===== src/rtl/fetch_unit_if.sv =====
// Memory read bus between the fetch unit (master) and instruction memory (slave).
interface fetch_unit_if;
  logic [15:0] MEM_ADDR;
  logic        MEM_OE_bar;
  logic [7:0]  MEM_DATA;

  modport master (output MEM_ADDR, output MEM_OE_bar, input MEM_DATA);
  modport slave  (input MEM_ADDR, input MEM_OE_bar, output MEM_DATA);
endinterface


===== src/rtl/fetch_unit.sv =====
// Instruction fetch unit: wait-stated memory reads into a tagged prefetch FIFO.
// Optional FETCH_PERF_EN adds a saturating STALL_COUNT output.
module fetch_unit #(
  parameter int          DEPTH        = 4,
  parameter int          WAIT_STATES  = 1,
  parameter logic [15:0] RESET_VECTOR = 16'h0000
) (
  input  logic         CLK,
  input  logic         RST_bar,
  fetch_unit_if.master mem,
  input  logic         JUMP,
  input  logic [15:0]  JUMP_ADDR,
  input  logic         HALT,
  output logic [7:0]   INSTR,
  output logic         INSTR_VALID,
  input  logic         INSTR_TAKE,
  output logic [15:0]  PC,
  output logic [4:0]   LEVEL
`ifdef FETCH_PERF_EN
  ,
  output logic [15:0]  STALL_COUNT
`endif
);
  localparam int          AW      = (DEPTH > 1) ? $clog2(DEPTH) : 1;
  localparam logic [4:0]  DEPTH_L = 5'(DEPTH);
  localparam logic [2:0]  WS_L    = 3'(WAIT_STATES);

  typedef enum logic {IDLE, READ} state_t;

  state_t          r_state, w_state_nx;
  logic [2:0]      r_cnt, w_cnt_nx;
  logic [15:0]     r_faddr, r_maddr;
  logic            r_oe_n;
  logic [4:0]      r_level;
  logic [AW-1:0]   r_rd, r_wr;
  logic [7:0]      r_data [DEPTH];
  logic [15:0]     r_tag  [DEPTH];

  logic            w_take, w_done, w_push, w_issue;
  logic [4:0]      w_level_nx;
  logic [15:0]     w_issue_addr;

  assign w_take       = INSTR_TAKE && (r_level != 5'd0) && !JUMP;
  assign w_done       = (r_state == READ) && (r_cnt == 3'd0);
  assign w_push       = w_done && !JUMP;
  assign w_level_nx   = r_level + 5'(w_push) - 5'(w_take);
  // A back-to-back read targets the address after the one completing now.
  assign w_issue_addr = w_done ? r_faddr + 16'd1 : r_faddr;

  always_comb begin
    w_state_nx = r_state;
    w_cnt_nx   = r_cnt;
    w_issue    = 1'b0;
    if (JUMP) begin
      w_state_nx = IDLE;
      w_cnt_nx   = 3'd0;
    end else begin
      case (r_state)
        IDLE: if (!HALT && w_level_nx < DEPTH_L) begin
          w_issue    = 1'b1;
          w_state_nx = READ;
          w_cnt_nx   = WS_L;
        end
        READ: begin
          if (r_cnt != 3'd0) begin
            w_cnt_nx = r_cnt - 3'd1;
          end else if (!HALT && w_level_nx < DEPTH_L) begin
            w_issue  = 1'b1;
            w_cnt_nx = WS_L;
          end else begin
            w_state_nx = IDLE;
          end
        end
        default: w_state_nx = IDLE;
      endcase
    end
  end

  always_ff @(posedge CLK or negedge RST_bar) begin
    if (!RST_bar) begin
      r_state <= IDLE;
      r_cnt   <= 3'd0;
      r_faddr <= RESET_VECTOR;
      r_maddr <= RESET_VECTOR;
      r_oe_n  <= 1'b1;
      r_level <= 5'd0;
      r_rd    <= '0;
      r_wr    <= '0;
    end else begin
      r_state <= w_state_nx;
      r_cnt   <= w_cnt_nx;
      r_oe_n  <= (w_state_nx != READ);
      if (w_issue) r_maddr <= w_issue_addr;
      if (JUMP) begin
        r_faddr <= JUMP_ADDR;
        r_level <= 5'd0;
        r_rd    <= '0;
        r_wr    <= '0;
      end else begin
        if (w_push) begin
          r_faddr <= r_faddr + 16'd1;
          r_wr    <= r_wr + AW'(1);
        end
        if (w_take) r_rd <= r_rd + AW'(1);
        r_level <= w_level_nx;
      end
    end
  end

  // Storage needs no reset: entries are only visible below r_level.
  always_ff @(posedge CLK) begin
    if (w_push) begin
      r_data[r_wr] <= mem.MEM_DATA;
      r_tag[r_wr]  <= r_faddr;
    end
  end

  assign mem.MEM_ADDR   = r_maddr;
  assign mem.MEM_OE_bar = r_oe_n;
  assign INSTR_VALID    = (r_level != 5'd0);
  assign INSTR          = INSTR_VALID ? r_data[r_rd] : 8'h00;
  assign PC             = INSTR_VALID ? r_tag[r_rd] : r_faddr;
  assign LEVEL          = r_level;

`ifdef FETCH_PERF_EN
  logic [15:0] r_stall;
  always_ff @(posedge CLK or negedge RST_bar) begin
    if (!RST_bar)                                            r_stall <= 16'd0;
    else if (JUMP)                                           r_stall <= 16'd0;
    else if (!INSTR_VALID && !HALT && r_stall != 16'hFFFF)   r_stall <= r_stall + 16'd1;
  end
  assign STALL_COUNT = r_stall;
`endif
endmodule


===== src/flat_wrapper.sv =====
// flat-port wrapper written by rule: the top's interface ports become plain ports
module fetch_unit_flat 
#(
  parameter int          DEPTH        = 4,
  parameter int          WAIT_STATES  = 1,
  parameter logic [15:0] RESET_VECTOR = 16'h0000
)
  (CLK, RST_bar, JUMP, JUMP_ADDR, HALT, INSTR, INSTR_VALID, INSTR_TAKE, PC, LEVEL, mem_MEM_ADDR, mem_MEM_OE_bar, mem_MEM_DATA);
  fetch_unit_if mem_i ();
  input  logic CLK;
  input  logic RST_bar;
  input  logic JUMP;
  input  logic [15:0] JUMP_ADDR;
  input  logic HALT;
  output logic [7:0] INSTR;
  output logic INSTR_VALID;
  input  logic INSTR_TAKE;
  output logic [15:0] PC;
  output logic [4:0] LEVEL;
  output wire logic [$bits(mem_i.MEM_ADDR)-1:0] mem_MEM_ADDR;
  output wire logic [$bits(mem_i.MEM_OE_bar)-1:0] mem_MEM_OE_bar;
  input wire logic [$bits(mem_i.MEM_DATA)-1:0] mem_MEM_DATA;
  assign mem_MEM_ADDR = mem_i.MEM_ADDR;
  assign mem_MEM_OE_bar = mem_i.MEM_OE_bar;
  assign mem_i.MEM_DATA = mem_MEM_DATA;
  fetch_unit #(.DEPTH(DEPTH), .WAIT_STATES(WAIT_STATES), .RESET_VECTOR(RESET_VECTOR)) u_core (.CLK(CLK), .RST_bar(RST_bar), .mem(mem_i), .JUMP(JUMP), .JUMP_ADDR(JUMP_ADDR), .HALT(HALT), .INSTR(INSTR), .INSTR_VALID(INSTR_VALID), .INSTR_TAKE(INSTR_TAKE), .PC(PC), .LEVEL(LEVEL));
endmodule

===== config.mk =====
export PLATFORM = sky130hd
export DESIGN_NAME = fetch_unit_flat
export DESIGN_NICKNAME = d
export VERILOG_FILES = /design/src/rtl/fetch_unit_if.sv /design/src/rtl/fetch_unit.sv /design/src/flat_wrapper.sv
export SDC_FILE = /design/constraint.sdc
export NUM_CORES = 1
export LEC_CHECK = 0
export BUFFER_PORTS_ARGS = -buffer_cell sky130_fd_sc_hd__buf_2
export CORE_MARGIN = 5
export CORE_UTILIZATION = 50
export DETAILED_ROUTE_END_ITERATION = 6
export PLACE_DENSITY = 0.76
export SYNTH_ARGS = -nofsm -noshare
export SYNTH_HDL_FRONTEND = slang
export SYNTH_SLANG_ARGS = --single-unit

===== constraint.sdc =====
create_clock -name CLK -period 8.06 [get_ports CLK]
set_clock_uncertainty 0.05 [all_clocks]
set_input_delay 0.403 -clock CLK [delete_from_list [all_inputs] [get_ports CLK]]
set_output_delay 0.403 -clock CLK [all_outputs]
set_load 0.005 [all_outputs]

Word level (Yosys, flattened, before mapping)
Memory sizes are Yosys's and may differ from the RTL's.
Cells that the tools add are included.
{"block": "word_totals", "ram_bits": 96, "out_inout_bits": 47, "elab_cells": 54, "memories": 2, "regBits": 46, "inputBits": 29}
{"block": "classes", "reduce_logical": 12, "n_lt_le_gt_ge": 1, "muxes": 23, "bitwise_logic": 2, "n_addsub": 6}
{"memory": "u_core.r_tag", "words": 4, "word_bits": 16, "read_ports": 1, "rd_ports_with_merged_regs": 0, "write_ports": 1, "line": "fetch_unit.sv:37", "source": "logic [15:0] r_tag [DEPTH];"}
{"memory": "u_core.r_data", "words": 4, "word_bits": 8, "read_ports": 1, "rd_ports_with_merged_regs": 0, "write_ports": 1, "line": "fetch_unit.sv:36", "source": "logic [7:0] r_data [DEPTH];"}
{"cell": "$mux W16", "count": 4}
{"cell": "$add A16 B1 Y16 const B", "count": 1}
{"cell": "$mux W3", "count": 3}
{"cell": "$mux W2", "count": 4}
{"cell": "$mux W8", "count": 1}
{"cell": "$mux W1", "count": 7}
{"cell": "$pmux W3 S2", "count": 1}
{"cell": "$add A5 B1 Y5", "count": 1}
{"cell": "$logic_and A1 B1 Y1", "count": 5}
{"cell": "$lt A5 B3 Y1 const B", "count": 1}
{"cell": "$mux W5", "count": 1}
{"cell": "$reduce_bool A5 Y1", "count": 1}
{"cell": "$sub A5 B1 Y5", "count": 1}
{"cell": "$add A2 B1 Y2 const B", "count": 2}
{"cell": "$pmux W1 S2", "count": 2}
{"cell": "$reduce_bool A2 Y1", "count": 2}
{"cell": "$logic_not A3 Y1", "count": 1}
{"cell": "$reduce_bool A3 Y1", "count": 1}
{"cell": "$sub A3 B1 Y3 const B", "count": 1}
{"cell": "$logic_not A1 Y1", "count": 2}
{"cell": "$not A1 Y1", "count": 2}

Logic depth before layout (Yosys ltp)
{"block": "depth", "word_depth": 12, "ltp_mapped": 19, "mapped_depth_nobuf": 15}

Worst setup path before layout
No wires, ideal clock.
{"block": "synth_timing", "kind": "register to register", "startpoint": "register u_core.r_level[3], in the netlist u_core.LEVEL[3]", "endpoint": "register u_core.r_maddr[10], in the netlist u_core.mem.MEM_ADDR[10]", "path_stages_with_launch": 20, "setup_time_ps": 125, "arrival_time_ps": 3722, "required_time_ps": 7885, "slack_ps": 4163, "n_path_buf": 4, "synth_period_minus_slack_ps": 3897, "path_cell_list": "dfrtp_1 -> inv_1 -> ha_1 -> and3_1 -> clkbuf_1 -> inv_1 -> clkbuf_1 -> nand2_1 -> nor2_1 -> ha_1 -> inv_1 -> ha_1 -> fa_1 -> xnor2_1 -> and2b_1 -> o211ai_1 -> or4_4 -> buf_6 -> buf_12 -> mux2_4"}
{"block": "synth_between", "elab_chain_len": 10, "word_cells_on_any_way": 11, "classes_between": "add/sub (2); order compare (1); mux (4); reduce/logical (4)"}
{"item": "from (decl)", "line": "fetch_unit.sv:34", "source": "logic [4:0] r_level;"}
{"item": "from (signal assigned)", "line": "fetch_unit.sv:105", "source": "r_level <= w_level_nx;"}
{"item": "branches (longest 3 deep; another with $add A5 B1 Y5)"}
{"item": "$sub A5 B1 Y5 (*)", "line": "fetch_unit.sv:46", "source": "assign w_level_nx = r_level + 5'(w_push) - 5'(w_take);"}
{"item": "$lt A5 B3 Y1 (*)", "line": "fetch_unit.sv:59, fetch_unit.sv:67"}
{"item": "$logic_and A1 B1 Y1 (*)", "line": "fetch_unit.sv:59, fetch_unit.sv:67"}
{"item": "$mux W1 (*)", "line": "fetch_unit.sv:59, fetch_unit.sv:67"}
{"item": "$mux W1", "line": "fetch_unit.sv:65", "source": "if (r_cnt != 3'd0) begin"}
{"item": "$pmux W1 S2 (*)", "line": "fetch_unit.sv:58", "source": "case (r_state)"}
{"item": "$mux W1 (*)", "line": "fetch_unit.sv:54", "source": "if (JUMP) begin"}
{"item": "to (signal assigned)", "line": "fetch_unit.sv:93", "source": "if (w_issue) r_maddr <= w_issue_addr;"}
{"item": "to (decl)", "line": "fetch_unit.sv:32", "source": "logic [15:0] r_faddr, r_maddr;"}
Every way passes the cells marked *.
A chain may end at the register's enable or synchronous reset.

Final worst setup path
{"block": "layout_timing", "startpoint": "register u_core.r_level[3], in the netlist u_core.LEVEL[3]", "endpoint": "register u_core.r_maddr[14], in the netlist u_core.mem.MEM_ADDR[14]"}
The elaborated chain is that of the path after synthesis.

==> run metrics <==
GRT Util Overall=17.8%; largest net degree at the start of global routing=47; clock latency on the worst-skew pair=0.41 ns; crit path cell chain=inv_1, ha_1, and3_1, buf_4, inv_1, nand2_1, nor2_1, ha_1, inv_1, ha_1, fa_1, xnor2_1, and2b_1, o211ai_1, or4_4, mux2_4; hold crit path type=input pin to asynchronous set/reset pin; final hold viol count=0; slew at the pin with the worst max-slew slack=1.18 ns; Final TNS setup=0 ns; number of synthesized flops with an enable pin=96; CP Capture Type=register; starting density of the core=roughly half; Yosys cell types=43; # fillers=907; asr flop ratio synth=32.4%; CTS Buffer Depth=2; Syn Nets=435; Ports=76; Final WS setup=3.62 ns; Bufs and invs on worst path=4; crit path DAT=around 4.7 ns; Setup CP Type=register to register; area share of the largest cell type after synthesis=47.0%; CTS Root Cell=clkbuf_16; Synth Warn #=0; count leader, synth=edfxtp_1; Top FF cell, synth=edfxtp_1; initial antenna violation count=0; Synth Area per Inst=15.6 um^2; slew margin rel.=a little over a fifth; CP delay by family, top=simple AND/OR/NAND/NOR gates; first-pass GRT wire length=19700 um; Adder-Cell Fraction of Synth Area=2.98%; highest fanout seen on the critical path=24; Cells after Synth=392; DRC viols=0; Slew Viols, Final=0; CTS tree=done; status=finished clean; Routed wire per std cell=18.9 um; layout cells sized above 1=35.9%; Compound-Gate Fraction of Synth Area=1.69%; Max H-tree Level=4; Commonest cells post-synth=96 x edfxtp_1, 57 x nand2_1, 45 x dfrtp_1; post-synthesis mux area share=15.3%; vias in the first global route=3787; largest family of logic cells by synthesized area=multiplexers; P&R area growth vs syn=18.1%; Leak=0.00290 uW; Synth Cell Area=0.00613 mm^2; drt pass-1 iters=6; Final Core Density=roughly three fifths; xor-xnor portion of the synthesized cell area=about 3.3%; Max Fclk=0.225 GHz; Final period util=about 55%; Final HPWL DP=7600 um; ANT nets after route=0; reg2reg start=u_core.LEVEL[3]$_DFF_PN0_; drt initial violations=between 150 and 200; final hold slack=0.116 ns; Die Area=0.0146 mm^2; placer congestion estimate=approximately 0.8; Reg area=0.00404 mm^2; Yosys top cell by area=edfxtp_1; total grt overflow=0; CP max stage delay=0.68 ns; pwr dens=357 mW/mm^2; MaxCap Viol Count=0; Chip Width=121 um; post-synthesis sequential area ratio=65.8%; simple-gate share of the synthesized area=about 8.6%; minimum clock period=4.44 ns; Post-DP Area=between 0.006 and 0.007 mm^2; top post-synthesis cells by area=edfxtp_1 47%, dfrtp_1 18%, mux4_2 8.8%, mux2_2 4.0%, nand2_1 3.5%; cts bufs inserted=17; pre-CTS WS=3.62 ns; Worst EP required=8.30 ns; #FFs+latches synth=around 140; PortBufs=75; core area=0.0120 mm^2; final WL=12000 um; Antenna Diode Count=0; Worst path slowest cell=or4_4; Hold Buf Count CTS=0; Rows=40; final cell area excluding filler cells=0.00724 mm^2; Sink Count=142; Vias/cell=5.41; via count=3436; source of the critical timing path=u_core.LEVEL[3]$_DFF_PN0_; area occupied by multi-input gates=0.00196 mm^2; CTS resizes=0; peak supply drop=roughly 140 uV; Worst-path clk slew=0.06 ns; postcts setup bufs=0; Startpoint Class=register; Final Net Count=~520; Final setup viols=0; Die Y=approximately 120 um; unrepaired setup endpoints after global routing=false
==> routing by layer <==
metal	global-route usage (%)	wire length, um
met1	22.8	4920
met2	30.1	6320
met5	0	0
met3	4.35	639
met4	5.88	133
==> layout make-up <==
| type | instances | area share (%) |
|---|---|---|
| clock buffer | 20 | 6.31 |
| clock inverter | 12 | 1.99 |
| inverter | 14 | 0.726 |
| multi-input combinational | 220 | 27.0 |
| sequential | 142 | 55.7 |
| tap | 147 | 2.54 |
| timing repair buffer | 80 | 5.70 |
==> placed cells by master, fill, tap and decap left out, types with 2 or more instances in the layout <==
master      netlist  routed
nand2_1          57      57
clkbuf_16         0      17
xor2_1           12      12
and2_1            6       6
bufinv_16         0       3
and3_1            4       4
nor2_1           15      15
o21ai_0           2       2
clkbuf_8          0       2
clkinv_2          0       6
buf_4             0       5
ha_1             13      13
clkinvlp_4        0       2
edfxtp_1         96      96
nand3_1           6       6
xnor2_1          11      11
dfrtp_1          45      44
o211ai_1          2       2
a21oi_1           3       3
mux2_4           10      10
buf_2             2      75
nand4_1           4       4
mux2_2           22      22
nor3_1            3       3
nor2b_1          10      10
mux4_2           24      24
inv_1            13      13
==> registers in the layout (all words and copies together) (netlist names) <==
name and count:
u_core.LEVEL 5, u_core.mem.MEM_ADDR 16, u_core.mem.MEM_OE_bar 1, u_core.r_cnt 3, u_core.r_data 32, u_core.r_faddr 16, u_core.r_rd 2, u_core.r_state 1
u_core.r_tag 64, u_core.r_wr 2
==> worst paths after layout <==
check                                                      endpoint  slack, ns  depth (start not counted)
worst min register to register  u_core.mem.MEM_ADDR[10]$_DFFE_PN0P_       0.46                          1
worst max-delay path            u_core.mem.MEM_ADDR[14]$_DFFE_PN0P_       3.62                         16
max in group asynchronous                u_core.r_rd[0]$_DFFE_PN0P_       7.16                          1
worst min-delay path                      u_core.r_cnt[0]$_DFF_PN0_       0.12                          1
min in group CLK                      u_core.r_data[2][1]$_DFFE_PP_       0.16                          1
worst max register to register  u_core.mem.MEM_ADDR[14]$_DFFE_PN0P_       3.62                         16
==> power breakdown <==
group          total (uW)  internal (uW)  leakage, uW  switching (uW)
sequential           1010            887      0.00143             123
clock                 781            500     0.000295             282
combinational         796            407      0.00118             389
==> kinds of logic (layout without fill, tap and decap cells) <==
family,count (synthesis),after routing
flops,142,142
simple gates,113,113
mux,56,56
buf+inv,30,126
xor+xnor,23,23
fa+ha+maj,14,14
compound gates,14,14
==> metrics by stage <==
| step | std cells | total power (uW) |
|---|---|---|
| global placement | 603 | 1800 |
| finish | 635 | 2590 |
| detailed placement | 603 | 1830 |
| CTS | 635 | 2620 |
| floorplan | 392 | 1530 |
| global route | 635 | 2750 |
Power figures use the tool's default switching activity.
